==> config.mk <==
export PLATFORM = sky130hd
export DESIGN_NAME = sim_fetch_ctrl
export DESIGN_NICKNAME = d
export VERILOG_FILES = /design/src/rtl/sim_intf_pkg.sv /design/src/rtl/sim_fetch_fifo.sv /design/src/rtl/sim_fetch_ctrl.sv
export SDC_FILE = /design/constraint.sdc
export NUM_CORES = 1
export LEC_CHECK = 0
export CELL_PAD_IN_SITES_DETAIL_PLACEMENT = 1
export CELL_PAD_IN_SITES_GLOBAL_PLACEMENT = 1
export CORE_AREA = 2 2 296 298
export DETAILED_ROUTE_END_ITERATION = 7
export DIE_AREA = 0 0 298 300
export PLACE_DENSITY_LB_ADDON = 0.1
export SLEW_MARGIN = 20
export SYNTH_ARGS = -nofsm -noshare
export SYNTH_HDL_FRONTEND = slang
export SYNTH_SLANG_ARGS = --single-unit
==> constraint.sdc <==
create_clock -name clk -period 9.9 [get_ports clk]
set_input_delay 1.98 -clock clk [delete_from_list [all_inputs] [get_ports clk]]
set_output_delay 1.98 -clock clk [all_outputs]
set_load 0.02 [all_outputs]
==> src/rtl/sim_intf_pkg.sv <==
// Shared types for the simulator lookup interface fetch path.
// Holds default widths, the buffered fetch entry, FSM states and error codes.
package sim_intf_pkg;

    localparam int XLEN_DEF = 64;
    localparam int ILEN_DEF = 32;

    typedef struct packed {
        logic [XLEN_DEF-1:0] pc;
        logic [ILEN_DEF-1:0] inst;
    } fetch_entry_t;

    typedef enum logic [1:0] {
        IDLE  = 2'd0,
        FETCH = 2'd1,
        ERROR = 2'd2
    } fetch_state_e;

    typedef enum logic [1:0] {
        ERR_NONE     = 2'd0,
        ERR_LOOP     = 2'd1,
        ERR_MISALIGN = 2'd2,
        ERR_SELF     = 2'd3
    } err_code_e;

endpackage

==> src/rtl/sim_fetch_fifo.sv <==
// Synchronous FIFO of fetch entries with a registered head.
// Ports: clk, rst, push/din (write), pop (read), dout/valid (head), full.
module sim_fetch_fifo
    import sim_intf_pkg::*;
#(
    parameter int DEPTH = 4
) (
    input  logic         clk,
    input  logic         rst,
    input  logic         push,
    input  fetch_entry_t din,
    input  logic         pop,
    output fetch_entry_t dout,
    output logic         valid,
    output logic         full
);

    localparam int AW = $clog2(DEPTH);

    fetch_entry_t   mem [DEPTH];
    logic [AW-1:0]  wr_ptr;
    logic [AW-1:0]  rd_ptr;
    logic [AW-1:0]  rd_nxt;
    logic [AW:0]    count;
    fetch_entry_t   head_q;
    logic           do_push;
    logic           do_pop;

    assign valid   = (count != '0);
    assign full    = (count == (AW+1)'(DEPTH));
    assign do_push = push && !full;
    assign do_pop  = pop && valid;
    assign rd_nxt  = rd_ptr + 1'b1;
    assign dout    = head_q;

    always_ff @(posedge clk) begin
        if (do_push) begin
            mem[wr_ptr] <= din;
        end
    end

    always_ff @(posedge clk or posedge rst) begin
        if (rst) begin
            wr_ptr <= '0;
            rd_ptr <= '0;
            count  <= '0;
            head_q <= '0;
        end else begin
            if (do_push) begin
                wr_ptr <= wr_ptr + 1'b1;
            end
            if (do_pop) begin
                rd_ptr <= rd_nxt;
            end
            count <= count + (AW+1)'(do_push) - (AW+1)'(do_pop);
            // Head register keeps its last value once the FIFO empties.
            if (do_pop) begin
                if (count > (AW+1)'(1)) begin
                    head_q <= mem[rd_nxt];
                end else if (do_push) begin
                    head_q <= din;
                end
            end else if (!valid && do_push) begin
                head_q <= din;
            end
        end
    end

endmodule

==> src/rtl/sim_fetch_ctrl.sv <==
// Fetch controller driving the simulator lookup interface.
// Ports: en, pc_try/pc_factual/inst/miss, out_* stream, redirect_cnt, err/err_code.
module sim_fetch_ctrl
    import sim_intf_pkg::*;
#(
    parameter int              XLEN       = XLEN_DEF,
    parameter int              ILEN       = ILEN_DEF,
    parameter logic [XLEN-1:0] RESET_PC   = 64'h0000000000001000,
    parameter int              FIFO_DEPTH = 4,
    parameter int              MAX_MISS   = 8
) (
    input  logic            clk,
    input  logic            rst,
    input  logic            en,
    output logic [XLEN-1:0] pc_try,
    input  logic [XLEN-1:0] pc_factual,
    input  logic [ILEN-1:0] inst,
    input  logic            miss,
    output logic            out_valid,
    input  logic            out_ready,
    output logic [XLEN-1:0] out_pc,
    output logic [ILEN-1:0] out_inst,
    output logic [31:0]     redirect_cnt,
    output logic            err,
    output logic [1:0]      err_code
);

    localparam int SW = $clog2(MAX_MISS + 1);

    fetch_state_e    state_q, state_n;
    logic [XLEN-1:0] pc_q, pc_n;
    logic [SW-1:0]   streak_q, streak_n;
    logic [31:0]     cnt_q, cnt_n;
    logic            err_q, err_n;
    err_code_e       code_q, code_n;
    logic            push;
    logic            full;
    fetch_entry_t    din;
    fetch_entry_t    head;

    assign din.pc   = pc_q;
    assign din.inst = inst;

    sim_fetch_fifo #(
        .DEPTH (FIFO_DEPTH)
    ) u_fifo (
        .clk   (clk),
        .rst   (rst),
        .push  (push),
        .din   (din),
        .pop   (out_ready),
        .dout  (head),
        .valid (out_valid),
        .full  (full)
    );

    assign pc_try       = pc_q;
    assign out_pc       = head.pc;
    assign out_inst     = head.inst;
    assign redirect_cnt = cnt_q;
    assign err          = err_q;
    assign err_code     = code_q;

    always_comb begin
        state_n  = state_q;
        pc_n     = pc_q;
        streak_n = streak_q;
        cnt_n    = cnt_q;
        err_n    = err_q;
        code_n   = code_q;
        push     = 1'b0;
        unique case (state_q)
            IDLE: begin
                if (en) begin
                    state_n = FETCH;
                end
            end
            FETCH: begin
                if (!en) begin
                    state_n = IDLE;
                end else if (!full) begin
                    if (!miss) begin
                        push     = 1'b1;
                        pc_n     = pc_q + XLEN'(4);
                        streak_n = '0;
                    end else begin
                        if (cnt_q != '1) begin
                            cnt_n = cnt_q + 32'd1;
                        end
                        streak_n = streak_q + 1'b1;
                        // Misaligned target is not followed; others are.
                        if (pc_factual[1:0] != 2'b00) begin
                            state_n = ERROR;
                            err_n   = 1'b1;
                            code_n  = ERR_MISALIGN;
                        end else begin
                            pc_n = pc_factual;
                            if (pc_factual == pc_q) begin
                                state_n = ERROR;
                                err_n   = 1'b1;
                                code_n  = ERR_SELF;
                            end else if (streak_n == SW'(MAX_MISS)) begin
                                state_n = ERROR;
                                err_n   = 1'b1;
                                code_n  = ERR_LOOP;
                            end
                        end
                    end
                end
            end
            ERROR: begin
                state_n = ERROR;
            end
            default: begin
                state_n = IDLE;
            end
        endcase
    end

    always_ff @(posedge clk or posedge rst) begin
        if (rst) begin
            state_q  <= IDLE;
            pc_q     <= RESET_PC;
            streak_q <= '0;
            cnt_q    <= '0;
            err_q    <= 1'b0;
            code_q   <= ERR_NONE;
        end else begin
            state_q  <= state_n;
            pc_q     <= pc_n;
            streak_q <= streak_n;
            cnt_q    <= cnt_n;
            err_q    <= err_n;
            code_q   <= code_n;
        end
    end

endmodule

==> run metrics <==
part of the power in combinational logic 0.306; path type of the worst setup path input port to register; kind of capture point of the worst setup path register; footprint of the multi-input gates 8205 um^2; initial core utilization 0.2973; share of flip-flops with an asynchronous set or reset after synthesis 0.3514; vias post-DR 17083; total clock sinks 592; type of origin of the critical path input port; Routed WL per cell 24.65 um; critical path required time 10430 ps; post-synthesis average cell area 13.55 um^2; Net Count, Synth 2004; number of hold-repair buffers added at the cts stage 0; most common library cell in the layout ignoring fill and taps edfxtp_1; RSZ-0062 raised after global routing false; number of buffers inserted by post-CTS setup repair 0; Max Buffers Root-to-Sink 3; number of antenna violations at the first check in global routing 5; commonest cells after routing, fill and taps aside edfxtp_1, clkdlybuf4s50_1, nand2_1; distinct cell type count after synthesis 70; EDFF count, synth 384; total CTS buffers 70; worst-path fanout max 86; Final Cycle Share 0.5041; Worst-Skew Late Latency 620 ps; classification of the worst-slack hold path register to register; sequential area share after synthesis 0.6530; clock tree from TritonCTS built; number of fill cells in the layout 8996; Final nets 2274; worst relative slew slack 0.2476; power per cell area 277.2 nW/um^2; Final Hold Viols 0; max-slew violation total from the final report 0; 1st-iter DRT viols 1128; Port-buffer cells 296; final critical delay including setup and external delays 4991 ps; Clk network pwr share 0.302; Max Fclk 200.4 MHz; drt pass-1 iters 5; maximum VDD drop 0.1336 mV; total routing resource utilization after global routing 0.1854; Sw Share 0.3384; setup TNS 0 ps; buffer type at the clock tree root clkbuf_16; synth warn 0; placer's final routability congestion estimate 0.7833; number of setup violations in the final report 0; Seq cells post-synth 592; Switching Power 3025 uW; sequential share of power 0.392; cell internal power dissipation 5913 uW; area of all sequential standard cells 16740 um^2; number of routed nets with antenna violations 0; count of mapped cells out of synthesis 1892; global-route wire length before repair 123900 um; number of maximum-capacitance constraint violations 0; CTS H-tree depth 3; Static Leak 0.01129 uW; largest net degree at the start of global routing 87; Clock Skews 23.60 ps; area enclosed by the die boundary 89400 um^2; I/O pin total 297; detailed-route wire length 83300 um; number of global-route vias before repair 18004; total DRC errors in the routed layout 0; Resize count post-CTS 0; Critical Path AT 5530 ps; estimated wirelength of the detail-placed design 54770 um; depth of the worst register-to-register path 9; vertical extent of the die 300 um; total gr overflow 0; area delta synth->final 25.82%; vias per cell 5.056; final design utilization 0.3740; most common flop cell mapped by yosys edfxtp_1; Core Region 86210 um^2; slew at the pin with the worst max-slew slack 1125 ps; horizontal die dimension 298 um; Cells on Worst Hold Path 1; clock-pin slew of the registers on the worst-case setup and hold paths 60 ps; share of final-layout standard cells stronger than drive strength 1 0.1324; status finished clean; floorplan row count 108; post-synthesis instance area 25630 um^2
## final cells by class
class,instances,area share
antenna,4,0.0003104
clock buffer,91,0.05933
timing repair buffer,342,0.1036
clock inverter,39,0.01509
sequential,592,0.5193
multi-input combinational,1131,0.2545
inverter,25,0.003143
tap,1155,0.04482
## state kept, by name, summed over array words and instances, names as in the netlist
register,count
err,1
err_code,2
pc_try,64
redirect_cnt,32
state_q,2
streak_q,4
u_fifo.count,3
u_fifo.dout,96
u_fifo.mem,384
u_fifo.rd_ptr,2
u_fifo.wr_ptr,2
## logic make-up after synthesis
| family | after synthesis | synth area share |
|---|---|---|
| AO/OA/AOI/OAI | 292 | 0.07474 |
| AND/OR/NAND/NOR | 617 | 0.1132 |
| multiplexers | 111 | 0.09041 |
| buffers and inverters | 169 | 0.02880 |
| adder cells (fa/ha/maj) | 11 | 0.005663 |
| flip-flops | 592 | 0.6530 |
| XOR/XNOR | 100 | 0.03417 |
## synthesized netlist by cell type, types with 7 or more instances
master | count | area share
and3_1 | 25 | 0.0061
buf_2 | 62 | 0.012
nand4_1 | 41 | 0.010
mux4_2 | 96 | 0.084
clkbuf_1 | 68 | 0.010
o22ai_1 | 46 | 0.011
a21oi_1 | 47 | 0.0092
xnor2_1 | 84 | 0.029
nand3_1 | 41 | 0.0080
or3_1 | 7 | 0.0017
and2_1 | 10 | 0.0024
inv_1 | 25 | 0.0037
dfrtp_1 | 207 | 0.20
mux2i_1 | 11 | 0.0043
edfxtp_1 | 384 | 0.45
nor3_1 | 31 | 0.0061
a31oi_1 | 96 | 0.023
ha_1 | 10 | 0.0049
o21ai_0 | 30 | 0.0059
nor4_1 | 8 | 0.0020
nand2_1 | 245 | 0.036
and4_1 | 16 | 0.0055
a211oi_1 | 8 | 0.0023
xor2_1 | 16 | 0.0055
nor2_1 | 168 | 0.025
o221ai_1 | 10 | 0.0034
## power groups by stage
stage	combinational (uW)	sequential [uW]	clock, uW
4_1_cts	2800	3530	2780
2_1_floorplan	1460	3660	0
5_1_grt	2980	3570	2880
3_3_place_gp	2750	3560	0
6_report	2730	3500	2700
3_5_place_dp	2790	3570	0
## path summary, 6_finish.rpt
path	startpoint	end	slack, ps
setup / recovery	en	u_fifo.dout[91]	4910
hold / removal	state_q[1]	state_q[1]	490
min in group asynchronous	rst	u_fifo.dout[59]	1830
hold reg to reg	state_q[1]	state_q[1]	490
setup reg to reg	u_fifo.count[2]	u_fifo.dout[91]	6340
max in group asynchronous	rst	u_fifo.rd_ptr[0]	6440
## metal layers
metal  track usage  part of all wire
met1        0.2545              0.45
met2        0.3020              0.48
met3       0.03599             0.050
met4       0.04702             0.019
met5             0           0.00053
## worst max-delay path: stages
cell and delay (ps):
clkdlybuf4s50_1 520, nor2b_1 280, and3_2 240, buf_4 400, nand2_4 190, inv_1 140, o22a_4 470, buf_4 760
nor2_1 100, a31oi_1 210
## per-stage QoR
stage | hold WS, ps | cells | total power [uW] | cell area [um^2] | setup slack (ps)
floorplan | 454.1 | 1892 | 5113 | 25630 | 2241
global placement | 456.6 | 3243 | 6309 | 29780 | 4397
detailed placement | 463.3 | 3243 | 6367 | 29780 | 4313
CTS | 486.9 | 3373 | 9115 | 32180 | 4979
global route | 503.2 | 3375 | 9425 | 32240 | 4678
finish | 486.5 | 3379 | 8938 | 32250 | 4909
Power figures use the tool's default switching activity.
